`config.mk`:
```
export PLATFORM = sky130hd
export DESIGN_NAME = sd_serializer_flat
export DESIGN_NICKNAME = d
export VERILOG_FILES = /design/src/rtl/sd_serializer_if.sv /design/src/rtl/sd_serializer.sv /design/src/flat_wrapper.sv
export SDC_FILE = /design/constraint.sdc
export NUM_CORES = 1
export LEC_CHECK = 0
export ABC_AREA = 1
export ABC_CLOCK_PERIOD_IN_PS = 6650
export CAP_MARGIN = 20
export CORE_MARGIN = 2
export CORE_UTILIZATION = 50
export DETAILED_ROUTE_END_ITERATION = 7
export MAX_ROUTING_LAYER = met4
export PLACE_DENSITY = 0.83
export SLEW_MARGIN = 20
export SYNTH_ARGS = -nofsm -noshare
export SYNTH_HDL_FRONTEND = slang
export SYNTH_SLANG_ARGS = --single-unit
export TNS_END_PERCENT = 30
```
`constraint.sdc`:
```
create_clock -name clk -period 6.65 [get_ports clk]
set_clock_uncertainty 0.1 [all_clocks]
set_input_delay 0.9975 -clock clk [delete_from_list [all_inputs] [get_ports clk]]
set_output_delay 0.9975 -clock clk [all_outputs]
set_load 0.02 [all_outputs]
```
`src/rtl/sd_serializer_if.sv`:
```
// Parallel-in / serial-out handshake bundle for sd_serializer.
// master is the serializer's view; slave is the upstream/downstream environment's view.
interface sd_serializer_if #(
    parameter int PARA_WIDTH = 63,
    parameter int SER_WIDTH  = 8
);
    logic [PARA_WIDTH-1:0] c_data;
    logic                  c_srdy;
    logic                  c_drdy;
    logic [SER_WIDTH-1:0]  p_data;
    logic                  p_ef;
    logic                  p_srdy;
    logic                  p_drdy;

    modport master (
        input  c_data, c_srdy, p_drdy,
        output c_drdy, p_data, p_ef, p_srdy
    );

    modport slave (
        output c_data, c_srdy, p_drdy,
        input  c_drdy, p_data, p_ef, p_srdy
    );
endinterface

```
`src/rtl/sd_serializer.sv`:
```
// Splits a PARA_WIDTH word into ceil(PARA_WIDTH/SER_WIDTH) segments, LSB segment first,
// flagging the last one with p_ef; a new word may load on the final segment's transfer.
module sd_serializer #(
    parameter int PARA_WIDTH = 63,
    parameter int SER_WIDTH  = 8
) (
    input  logic             clk,
    input  logic             reset,
    sd_serializer_if.master  bus
);
    localparam int NUM_SEG = (PARA_WIDTH + SER_WIDTH - 1) / SER_WIDTH;
    localparam int HOLD_W  = NUM_SEG * SER_WIDTH;
    localparam int SEG_SZ  = (NUM_SEG > 1) ? $clog2(NUM_SEG) : 1;
    localparam logic [SEG_SZ-1:0] LAST_SEG = SEG_SZ'(NUM_SEG - 1);

    typedef enum logic {IDLE = 1'b0, BUSY = 1'b1} state_t;

    state_t                             state, state_next;
    logic [SEG_SZ-1:0]                  seg_num, seg_next;
    logic [NUM_SEG-1:0][SER_WIDTH-1:0]  hold;
    logic                               load;
    logic                               advance;

    always_ff @(posedge clk or negedge reset) begin
        if (!reset) begin
            state   <= IDLE;
            seg_num <= '0;
        end else begin
            state   <= state_next;
            seg_num <= seg_next;
        end
    end

    // Holding register is data-only; busy gates every use of it, so it needs no reset.
    always_ff @(posedge clk) begin
        if (load)
            hold <= HOLD_W'(bus.c_data);
    end

    always_comb begin
        bus.p_srdy  = (state == BUSY);
        bus.p_ef    = (state == BUSY) && (seg_num == LAST_SEG);
        bus.p_data  = hold[seg_num];
        bus.c_drdy  = (state == IDLE) || (bus.p_drdy && bus.p_ef);
        load        = bus.c_srdy && bus.c_drdy;
        advance     = bus.p_srdy && bus.p_drdy;
        state_next  = state;
        seg_next    = seg_num;
        if (load) begin
            state_next = BUSY;
            seg_next   = '0;
        end else if (advance) begin
            if (bus.p_ef) begin
                state_next = IDLE;
                seg_next   = '0;
            end else begin
                seg_next   = seg_num + 1'b1;
            end
        end
    end
endmodule

```
`src/flat_wrapper.sv`:
```
// flat-port wrapper written by rule: the top's interface ports become plain ports
module sd_serializer_flat 
#(
    parameter int PARA_WIDTH = 63,
    parameter int SER_WIDTH  = 8
)
  (clk, reset, bus_c_data, bus_c_srdy, bus_p_drdy, bus_c_drdy, bus_p_data, bus_p_ef, bus_p_srdy);
  sd_serializer_if #(.PARA_WIDTH(PARA_WIDTH), .SER_WIDTH(SER_WIDTH)) bus_i ();
  input  logic clk;
  input  logic reset;
  input wire logic [$bits(bus_i.c_data)-1:0] bus_c_data;
  input wire logic [$bits(bus_i.c_srdy)-1:0] bus_c_srdy;
  input wire logic [$bits(bus_i.p_drdy)-1:0] bus_p_drdy;
  output wire logic [$bits(bus_i.c_drdy)-1:0] bus_c_drdy;
  output wire logic [$bits(bus_i.p_data)-1:0] bus_p_data;
  output wire logic [$bits(bus_i.p_ef)-1:0] bus_p_ef;
  output wire logic [$bits(bus_i.p_srdy)-1:0] bus_p_srdy;
  assign bus_i.c_data = bus_c_data;
  assign bus_i.c_srdy = bus_c_srdy;
  assign bus_i.p_drdy = bus_p_drdy;
  assign bus_c_drdy = bus_i.c_drdy;
  assign bus_p_data = bus_i.p_data;
  assign bus_p_ef = bus_i.p_ef;
  assign bus_p_srdy = bus_i.p_srdy;
  sd_serializer #(.PARA_WIDTH(PARA_WIDTH), .SER_WIDTH(SER_WIDTH)) u_core (.clk(clk), .reset(reset), .bus(bus_i));
endmodule
```
# Yosys cells after proc, flatten, opt, wreduce, memory -nomap -nowiden
# Index checks and enable logic that the tools add are counted.
dict set report classes {
  n_reduce_logical 8
  bitwise_logic 1
  order_cmp 1
  n_addsub 1
  n_eq_ne 1
  mux 8
}
# cell count
set op_table {}
lappend op_table {{binary-select mux 8 bit (select 3 bit)} 1}
lappend op_table {{2-to-1 mux 3 bit} 3}
lappend op_table {{2-to-1 mux 8 bit} 1}
lappend op_table {{logical AND 1 bit} 4}
lappend op_table {{less-than comparator 3 x 4 -> 1 bit, second input constant} 1}
lappend op_table {{nonzero test 2 bit} 2}
lappend op_table {{adder 3 x 1 -> 3 bit, second input constant} 1}
lappend op_table {{== test 3 bit, second input constant} 1}
lappend op_table {{2-to-1 mux 1 bit} 3}
lappend op_table {{AND reduction 2 bit} 1}
lappend op_table {{logical OR 1 bit} 1}
lappend op_table {{NOT 1 bit} 1}
dict set report word_totals {
  inputBits 67
  wordCells 30
  output_inout_bits 11
  register_bits 67
}

# Logic depth before layout (Yosys ltp)
# Gate-level depths: netlist of the first run.
dict set report depth {
  depth_word 7
  ltp_mapped 7
}

# Worst setup path before layout of the first run
# No wires, ideal clock.
dict set report synth_path {
  path_kind {input -> register}
  start {input port bus_p_drdy}
  end {register u_core.hold[0] in the netlist's numbering (enable)}
  arrival_ns 2.564
  path_buffers 0
  setup_ns 0.417
  slack_ns 3.569
  t_required_ns 6.133
  stages 4
  cell_sequence {nand2_1 -> nand2_1 -> nand2_1 -> inv_1}
}
dict set report synth_between {
  elab_chain_cells 3
}
# item line
set synth_rtl {}
lappend synth_rtl {{start: declaration} flat_wrapper.sv:13} ;# input wire logic [$bits(bus_i.p_drdy)-1:0] bus_p_drdy;
lappend synth_rtl {{logical AND 1 bit} sd_serializer.sv:44} ;# bus.c_drdy = (state == IDLE) || (bus.p_drdy && bus.p_ef);
lappend synth_rtl {{logical OR 1 bit} sd_serializer.sv:44}
lappend synth_rtl {{net bus_c_drdy} flat_wrapper.sv:14} ;# output wire logic [$bits(bus_i.c_drdy)-1:0] bus_c_drdy;
lappend synth_rtl {{logical AND 1 bit} sd_serializer.sv:45} ;# load = bus.c_srdy && bus.c_drdy;
lappend synth_rtl {{net u_core.load} sd_serializer.sv:21} ;# logic load;
lappend synth_rtl {{end signal: assignment} sd_serializer.sv:37} ;# hold <= HOLD_W'(bus.c_data);
lappend synth_rtl {{end: declaration} sd_serializer.sv:20} ;# logic [NUM_SEG-1:0][SER_WIDTH-1:0] hold;
# The timed path passes the listed nets, and every way through them passes these cells.
# A chain may end at the register's enable or synchronous reset.

# Worst setup path in the final report of the first run
dict set report layout_path {
  start {register u_core.seg_num[0]}
  end {output port bus_p_data[2]}
}
dict set report layout_between {
  elab_chain_cells 2
}
# item line
set layout_rtl {}
lappend layout_rtl {{start: declaration} sd_serializer.sv:19} ;# logic [SEG_SZ-1:0] seg_num, seg_next;
lappend layout_rtl {{start signal: assignment} sd_serializer.sv:30} ;# seg_num <= seg_next;
lappend layout_rtl {{binary-select mux 8 bit (select 3 bit)} sd_serializer.sv:43} ;# bus.p_data = hold[seg_num];
lappend layout_rtl {{2-to-1 mux 8 bit (not written as such)} sd_serializer.sv:43}
lappend layout_rtl {{end: declaration} flat_wrapper.sv:15} ;# output wire logic [$bits(bus_i.p_data)-1:0] bus_p_data;
# No other way between the ends. The select of a mux whose other input is x is not followed.

==> results of run 1 <==
report_power, final:
part           switching (W)  internal [W]  leakage (nW)
registers          0.0000309      0.000493         0.614
clock network       0.000144      0.000210         0.105
logic               0.000265      0.000185          1.06
logic make-up after synthesis:
family | count (synthesis) | share of synthesized area [%]
AO/OA/AOI/OAI | 3 | 0.5107
adder cells (fa/ha/maj) | 2 | 0.8513
buffers and inverters | 79 | 10.69
flip-flops | 67 | 67.77
AND/OR/NAND/NOR | 145 | 20.18
critical path, delay by kind of cell, from the launching register on:
kind / cells / cell delay [ns]
flip-flops: 1 / 0.34
buffers and inverters: 3 / 1.30
AND/OR/NAND/NOR: 5 / 0.48
placed cells by master (no fill, tap or decap):
cell	instances
clkinv_4	1
ha_1	2
edfxtp_1	63
clkbuf_1	2
clkinv_2	1
inv_2	3
clkdlybuf4s50_1	77
dfrtp_1	4
clkbuf_8	9
clkinv_1	2
buf_4	2
nand3_1	33
inv_1	65
bufinv_16	2
or2_1	1
nand4_1	2
o21ai_0	3
nand2_1	109
final timing paths:
| path | from | cells after the start | slack (ns) | to |
|---|---|---|---|---|
| max reg2reg | u_core.seg_num[1] | 7 | 4.00 | u_core.hold[45] |
| min | u_core.bus.p_srdy | 2 | 0.58 | u_core.seg_num[2] |
| max | u_core.seg_num[0] | 8 | 3.08 | bus_p_data[2] |
| min reg2reg | u_core.bus.p_srdy | 2 | 0.58 | u_core.seg_num[2] |
| min in group asynchronous | reset | 1 | 0.77 | u_core.bus.p_srdy |
| max in group asynchronous | reset | 1 | 5.50 | u_core.seg_num[0] |
per-layer routing:
metal  GRT usage (%)  wire, um  vias up
li1                -         -     1080
met3           4.494       303       13
met5               -         0        -
met1           23.89      2531      990
met2           35.75      3084       67
met4           9.322       112        0
state kept, by name (all words and copies together) (netlist names):
register and cells:
u_core.seg_num 3, u_core.hold 63, u_core.bus.p_srdy 1
final cells by class:
| class | count | area (um^2) | area share, % |
|---|---|---|---|
| Timing Repair Buffer | 79 | 785.8 | 19.80 |
| Sequential cell | 67 | 1992 | 50.19 |
| Inverter | 69 | 259.0 | 6.526 |
| Clock inverter | 5 | 77.57 | 1.955 |
| Tap cell | 72 | 90.09 | 2.270 |
| Multi-Input combinational cell | 150 | 633.1 | 15.95 |
| Clock buffer | 11 | 131.4 | 3.310 |
stage by stage:
stage,worst slack (ns),instances,total power (W)
after floorplan,3.569,296,0.0008075
after global placement,3.320,437,0.0009763
after detailed placement,3.260,437,0.0009852
after CTS,3.106,453,0.001339
after global routing,2.888,453,0.001409
final,3.082,453,0.001329
==> impl_metrics.yaml, run 1 <==
power:
  p_leak_nw: 1.775
  powerDensity_mw_per_mm2: 334.7
  vdd_ir_drop_max_uv: 357.3
synthesis:
  syn-cell-area_mm2: 0.002939
  synthArstFlopShare_pct: 5.970
  synth_top_cell_area_share_pct: 64.37
  ys_types: 13
  avgSynthCellArea_um2: 9.929
  synth-seq-cells: 67
  synthCells: 296
  synth-edff-count: 63
  synth.yosys.warnings: 0
  synth_common_cells: "nand2_1, inv_1, edfxtp_1, nand3_1, buf_2"
  yosysSeqAreaShare_pct: 67.77
  synth_largest_area_cell: "edfxtp_1"
  synth_fp_nets: 365
  synth_most_common_cell: "nand2_1"
  synth.area.top_cells: "edfxtp_1, nand2_1, inv_1, nand3_1, dfrtp_1"
  ys.flop_type: "edfxtp_1"
grt:
  grt_pass1_vias: 2170
  grt_max_degree: 64
  antenna_found_initial: 0
  grt_pass1_wl_mm: 9.653
  grt.overflow.total: 0
  track_usage_pct: 20.98
floorplan:
  core_mm2: 0.005608
  rows: 27
  die_x_um: 80.67
  dieArea_mm2: 0.006508
  die_h_um: 80.67
  initial_core_util_pct: 52.41
  io_pins: 78
clock_network:
  cts_buffers: 9
  cts_setup_buffers: 0
  clk_pin_slew_worst_paths_ns: 0.07
  clock_path_buffers: 2
  ctsHoldBuffers: 0
  cts_resized: 0
  cts_tree: "yes"
  cts-root-buf: "clkbuf_8"
  htree_num_levels: 3
  cts_sinks: 67
  clock_latency_ns: 0.33
place:
  port_buffers: 77
  hpwl_mm: 4.158
  gp_congestion: 0.7366
  placed_area_mm2: 0.003760
sta:
  maxSlewViolCount: 0
  worst_pin_slew_ns: 0.7842
  period_minus_slack_ns: 3.568
  whs_ns: 0.5829
  tns_ns: 0
  rsz0062_at_grt: "no"
  setup_viol_count_final: 0
  max_slew_margin_pct: 47.72
  hold_viol: 0
  max_freq_mhz: 280.3
  fin_crit_sh_pct: 53.65
worst_setup_path:
  cp_max_fo: 34
  worst_path_most_repeated_cell: "nand2_1"
  cp_cell_sequence: "buf_4 -> inv_2 -> nand2_1 -> nand3_1 -> nand2_1 -> nand2_1 -> nand2_1 -> clkdlybuf4s50_1"
  end_kind: "primary output"
  worstPathRequired_ns: 5.55
  max_stage_delay_ns: 0.61
  critPathKind: "reg -> out"
  crit_arrival_ns: 2.47
  slowest_stage: "clkdlybuf4s50_1"
  cp-start-kind: "flip-flop"
detailed_routing:
  ant_nets: 0
  wl_per_cell_um: 13.32
  drcViolationCount: 0
  vias_per_cell: 4.746
  dr.pass1.iters: 4
  vias: 2150
  drtIter0Drc: 129
  finalWirelength_mm: 6.032
outcome:
  status: "finished, final reports clean"
hold_path:
  min_path_type: "reg -> reg"
layout:
  drive_gt1_share_pct: 4.724
  fin_nets: 445
  nFillCells: 449
  utilization_pct: 70.77
  diodes: 0
  final_area_mm2: 0.003969
  syn2layout_area_growth_pct: 35.04
flow_run:
  drv_cap: 0
Power figures use the tool's default switching activity.
==> inputs of run 2 (changes only) <==
--- a/config.mk
+++ b/config.mk
@@ -6,13 +6,13 @@
 export NUM_CORES = 1
 export LEC_CHECK = 0
 export ABC_AREA = 1
-export ABC_CLOCK_PERIOD_IN_PS = 6650
+export ABC_CLOCK_PERIOD_IN_PS = 3600
 export CAP_MARGIN = 20
 export CORE_MARGIN = 2
-export CORE_UTILIZATION = 50
+export CORE_UTILIZATION = 48
 export DETAILED_ROUTE_END_ITERATION = 7
 export MAX_ROUTING_LAYER = met4
-export PLACE_DENSITY = 0.83
+export PLACE_DENSITY = 0.8
 export SLEW_MARGIN = 20
 export SYNTH_ARGS = -nofsm -noshare
 export SYNTH_HDL_FRONTEND = slang
==> constraint.sdc (replaced) <==
create_clock -name clk -period 3.6 [get_ports clk]
set_clock_uncertainty 0.1 [all_clocks]
set_input_delay 0.54 -clock clk [delete_from_list [all_inputs] [get_ports clk]]
set_output_delay 0.54 -clock clk [all_outputs]
set_load 0.02 [all_outputs]
==> run 2 against run 1 <==
  * Die area up 4.0%
  * Clock power up 56%
  * Global-route usage down 2.0 points
  * Critical endpoint is now bus_c_drdy
  * Cell area down 0.38%
  * Critical path depth down 3
  * Largest cell class unchanged
==> impl_metrics.yaml, run 2 (same netlist as run 1, synthesis figures left out) <==
layout:
  layout_commonest_cell: "nand2_1"
  fin_nets: 445
  syn2layout_area_growth_pct: 34.53
  regMostFlops: "u_core.hold"
  drive_gt1_share_pct: 5.249
  final_area_mm2: 0.003954
  diodes: 0
  final_cell_mix: "nand2_1, clkdlybuf4s50_1, inv_1"
  largest_reg_flops: 63
sta:
  rsz0062_at_grt: "no"
  fin_crit_sh_pct: 81.46
  worst_pin_slew_ns: 0.6002
  maxSlewViolCount: 0
  hold_viol: 0
  max_freq_mhz: 341.0
  setup_viol_count_final: 0
  period_minus_slack_ns: 2.933
  tns_ns: 0
  max_slew_margin_pct: 59.93
clock_network:
  cts_tree: "yes"
  clk_pin_slew_worst_paths_ns: 0.07
  cts_setup_buffers: 0
  ctsHoldBuffers: 0
  cts_buffers: 9
  htree_num_levels: 3
  cts_resized: 0
  clock_latency_ns: 0.34
  cts-root-buf: "clkbuf_8"
  cts_sinks: 67
  clock_path_buffers: 2
grt:
  grt_pass1_wl_mm: 8.852
  grt.overflow.total: 0
  grt_max_degree: 36
  antenna_found_initial: 0
  track_usage_pct: 18.94
  grt_pass1_vias: 1989
power:
  vdd_ir_drop_max_uv: 489.1
  p_leak_nw: 1.757
  powerDensity_mw_per_mm2: 590.5
detailed_routing:
  wl_per_cell_um: 12.45
  vias: 2104
  vias_per_cell: 4.614
  drtIter0Drc: 98
  drcViolationCount: 0
  dr.pass1.iters: 4
  finalWirelength_mm: 5.677
  ant_nets: 0
worst_setup_path:
  worstPathRequired_ns: 2.96
  timing.rr.start: "u_core.seg_num[1]"
  worst-r2r-cell-count: 7
  cp-start-kind: "flip-flop"
  critPathKind: "reg -> out"
  cp-startpoint: "u_core.seg_num[1]"
  cp_max_fo: 18
  crit_arrival_ns: 2.29
  end_kind: "primary output"
place:
  gp_congestion: 0.8826
  port_buffers: 77
  hpwl_mm: 4.021
  placed_area_mm2: 0.003776
hold_path:
  min_path_type: "in -> async"
floorplan:
  dieArea_mm2: 0.006765
  core_mm2: 0.005921
  initial_core_util_pct: 49.64
  rows: 28
  die_h_um: 82.25
  die_x_um: 82.25
  io_pins: 78
outcome:
  status: "finished, final reports clean"
flow_run:
  drv_cap: 0
## run 2: final timing paths
path | end | slack, ns
setup / recovery | bus_c_drdy | 0.67
hold / removal | u_core.seg_num[1] | 0.29
setup reg to reg | u_core.hold[4] | 1.01
hold reg to reg | u_core.seg_num[2] | 0.54
max in group asynchronous | u_core.seg_num[0] | 2.94
min in group clk | u_core.seg_num[2] | 0.54
## run 2: cell type report
class | instances | area [um^2]
Sequential cell | 67 | 1992
Fill cell | 461 | 1967
Timing Repair Buffer | 79 | 798.3
Multi-Input combinational cell | 150 | 633.1
Inverter | 69 | 259.0
Clock buffer | 10 | 127.6
Tap cell | 75 | 93.84
Clock inverter | 6 | 50.05
## run 2: critical path: stages, from the launching register on
cell             delay [ns]
dfrtp_1                0.71
ha_1                   0.26
ha_1                   0.18
nand2_1                0.07
nand2_1                0.10
clkdlybuf4s50_1        0.62
## run 2: where the power goes
part / leakage, nW / internal (W) / switching, W / total (W)
combinational: 1.06 / 0.000345 / 0.000464 / 0.000809
clock: 0.0835 / 0.000257 / 0.000295 / 0.000552
sequential: 0.614 / 0.000910 / 0.0000632 / 0.000974
## run 2: through the flow
step / total power (W) / worst slack [ns] / hold slack, ns / std cells / util, %
after floorplan: 0.001492 / 0.7804 / 0.1444 / 296 / -
after global placement: 0.001787 / 1.078 / 0.5182 / 440 / 63.78
after detailed placement: 0.001799 / 0.9755 / 0.5299 / 440 / 63.78
after CTS: 0.002359 / 0.6159 / 0.2787 / 456 / 66.78
after global routing: 0.002481 / 0.4799 / 0.3043 / 456 / 66.78
final: 0.002335 / 0.6673 / 0.2912 / 456 / 66.78
## run 2: per-layer routing
| layer | track usage (%) | vias to the layer above | wire length [um] | share of wire, % |
|---|---|---|---|---|
| li1 | - | 1077 | - | - |
| met1 | 22.06 | 952 | 2405 | 42 |
| met2 | 29.92 | 66 | 2877 | 51 |
| met3 | 5.435 | 9 | 293 | 5.2 |
| met4 | 9.833 | 0 | 100 | 1.8 |
| met5 | - | - | 0 | 0 |
==> inputs of run 3 (changes only) <==
--- a/config.mk
+++ b/config.mk
@@ -6,13 +6,13 @@
 export NUM_CORES = 1
 export LEC_CHECK = 0
 export ABC_AREA = 1
-export ABC_CLOCK_PERIOD_IN_PS = 3600
+export ABC_CLOCK_PERIOD_IN_PS = 2600
 export CAP_MARGIN = 20
 export CORE_MARGIN = 2
-export CORE_UTILIZATION = 48
+export CORE_UTILIZATION = 44
 export DETAILED_ROUTE_END_ITERATION = 7
 export MAX_ROUTING_LAYER = met4
-export PLACE_DENSITY = 0.8
+export PLACE_DENSITY = 0.77
 export SLEW_MARGIN = 20
 export SYNTH_ARGS = -nofsm -noshare
 export SYNTH_HDL_FRONTEND = slang
==> constraint.sdc (replaced) <==
create_clock -name clk -period 2.6 [get_ports clk]
set_clock_uncertainty 0.1 [all_clocks]
set_input_delay 0.39 -clock clk [delete_from_list [all_inputs] [get_ports clk]]
set_output_delay 0.39 -clock clk [all_outputs]
set_load 0.02 [all_outputs]
==> run 3 against run 2 <==
  * The flow now finishes with violations (design-rule violations)
  * Total power rose by 46%
  * Setup slack got worse by 0.60 ns
  * Global-route usage down 1.1 points
  * Cell area grew 1.5%
  * Largest cell class unchanged
==> impl_metrics.yaml, run 3 (same netlist as run 1, synthesis figures left out) <==
outcome:
  status: "complete, but fails checks"
  failed_checks: "design-rule violations"
detailed_routing:
  vias_per_cell: 4.689
  drtIter0Drc: 94
  wl_per_cell_um: 12.96
  vias: 2157
  dr.pass1.iters: 8
  drcViolationCount: 4
  ant_nets: 0
  finalWirelength_mm: 5.960
worst_setup_path:
  crit_arrival_ns: 2.04
  critPathKind: "reg -> out"
  worstPathRequired_ns: 2.11
  cp_cell_sequence: "buf_6 -> ha_1 -> ha_1 -> nand2_1 -> inv_1 -> clkdlybuf4s50_1"
  max_stage_delay_ns: 0.59
  slowest_stage: "clkdlybuf4s50_1"
  end_kind: "primary output"
  cp-start-kind: "flip-flop"
  worst_path_most_repeated_cell: "ha_1"
  cp_max_fo: 17
place:
  hpwl_mm: 4.249
  gp_congestion: 0.8013
  pre_cts_ws_ns: 0.3408
  placed_area_mm2: 0.003795
  dp.cells: 445
  port_buffers: 77
power:
  fin_total_pwr_w: 0.003408
  p_leak_nw: 1.791
  vdd_ir_drop_max_uv: 670.3
  powerDensity_mw_per_mm2: 849.3
clock_network:
  cts_sinks: 67
  cts_setup_buffers: 0
  htree_num_levels: 3
  cts_buffers: 9
  cts_tree: "yes"
  cts-root-buf: "clkbuf_8"
  ctsHoldBuffers: 0
  clk_pin_slew_worst_paths_ns: 0.06
  clock_path_buffers: 2
  clock_latency_ns: 0.33
layout:
  nFillCells: 529
  seqCellArea_mm2: 0.001994
  instances_no_fill: 460
  drive_gt1_share_pct: 6.005
  syn2layout_area_growth_pct: 36.53
  diodes: 0
  final_cell_mix: "nand2_1, clkdlybuf4s50_1, inv_1"
  fin_nets: 448
  multi_input_area_um2: 635.6
  layout_commonest_cell: "nand2_1"
  largest_reg_flops: 63
  final_area_mm2: 0.004013
  regMostFlops: "u_core.hold"
grt:
  antenna_found_initial: 0
  grt_pass1_wl_mm: 9.459
  grt_pass1_vias: 2048
  grt_max_degree: 45
  grt.overflow.total: 0
  track_usage_pct: 17.89
floorplan:
  io_pins: 78
  die_x_um: 85.73
  initial_core_util_pct: 45.76
  core_mm2: 0.006422
  rows: 29
  die_h_um: 85.73
  dieArea_mm2: 0.007350
sta:
  worst_pin_slew_ns: 0.5444
  max_freq_mhz: 395.4
  tns_ns: 0
  maxSlewViolCount: 0
  setup_viol_count_final: 0
  fin_ws_ns: 0.07080
  max_slew_margin_pct: 63.70
  hold_viol: 0
  fin_crit_sh_pct: 97.28
  period_minus_slack_ns: 2.529
flow_run:
  drv_cap: 0
hold_path:
  min_path_type: "in -> async"
[run 3: cell types whose count changed in the layout (fill, tap and decap cells not counted), sizes merged]
cell	delta
dlymetal6s2s	+1
clkinv	-2
clkbuf	+2
clkdlybuf4s50	-2
bufinv	+2
inv	-3
buf	+3
dlygate4sd2	+1
[run 3: critical path, delay by kind of cell, from the launching register on]
| kind | cells | cell delay (ns) |
|---|---|---|
| adders and majority gates | 2 | 0.40 |
| buffers and inverters | 3 | 0.83 |
| DFF | 1 | 0.42 |
| and+or+nand+nor | 1 | 0.06 |
[run 3: final timing paths]
check | depth (start not counted) | from | to | slack, ns
min in group clk | 1 | bus_c_data[60] | u_core.hold[60] | 0.51
hold reg to reg | 2 | u_core.bus.p_srdy | u_core.seg_num[2] | 0.55
hold / removal | 1 | reset | u_core.seg_num[0] | 0.17
setup reg to reg | 8 | u_core.seg_num[0] | u_core.hold[15] | 0.31
setup / recovery | 6 | u_core.seg_num[0] | bus_p_ef | 0.07
max in group asynchronous | 1 | reset | u_core.seg_num[1] | 2.04
[run 3: area by class of cell]
cell class | instances | share of cell area [%]
multi-input combinational | 150 | 15.84
tap | 77 | 2.401
inverter | 69 | 6.829
clock inverter | 3 | 1.590
sequential | 67 | 49.70
clock buffer | 12 | 3.368
timing repair buffer | 82 | 20.27
[run 3: layer usage]
layer / share of wire (%) / GRT usage (%)
met1: 43 / 21.85
met3: 5.3 / 4.909
met2: 50 / 27.70
met4: 2.1 / 8.514
met5: 0 / -
[run 3: power by group]
group          leakage (nW)  internal, W  total, W  switching, W
clock network        0.0981     0.000533  0.000879      0.000346
registers             0.612      0.00127   0.00134     0.0000709
logic                  1.08     0.000502   0.00119      0.000691
total                  1.79      0.00230   0.00341       0.00111
[run 3: repair_timing]
action / CTS / global route
resized for setup: 2 / 8
hold endpoints to repair: 0 / 0
endpoints found under the setup margin: 7 / 9
pin swaps: 0 / 0
[run 3: per-stage QoR]
| step | utilization [%] | hold slack, ns |
|---|---|---|
| finish | 62.48 | 0.1652 |
| global route | 62.48 | 0.1723 |
| CTS | 62.21 | 0.1581 |
| detailed placement | 59.09 | 0.5123 |
| global placement | 59.09 | 0.5091 |
| floorplan | - | -0.005591 |
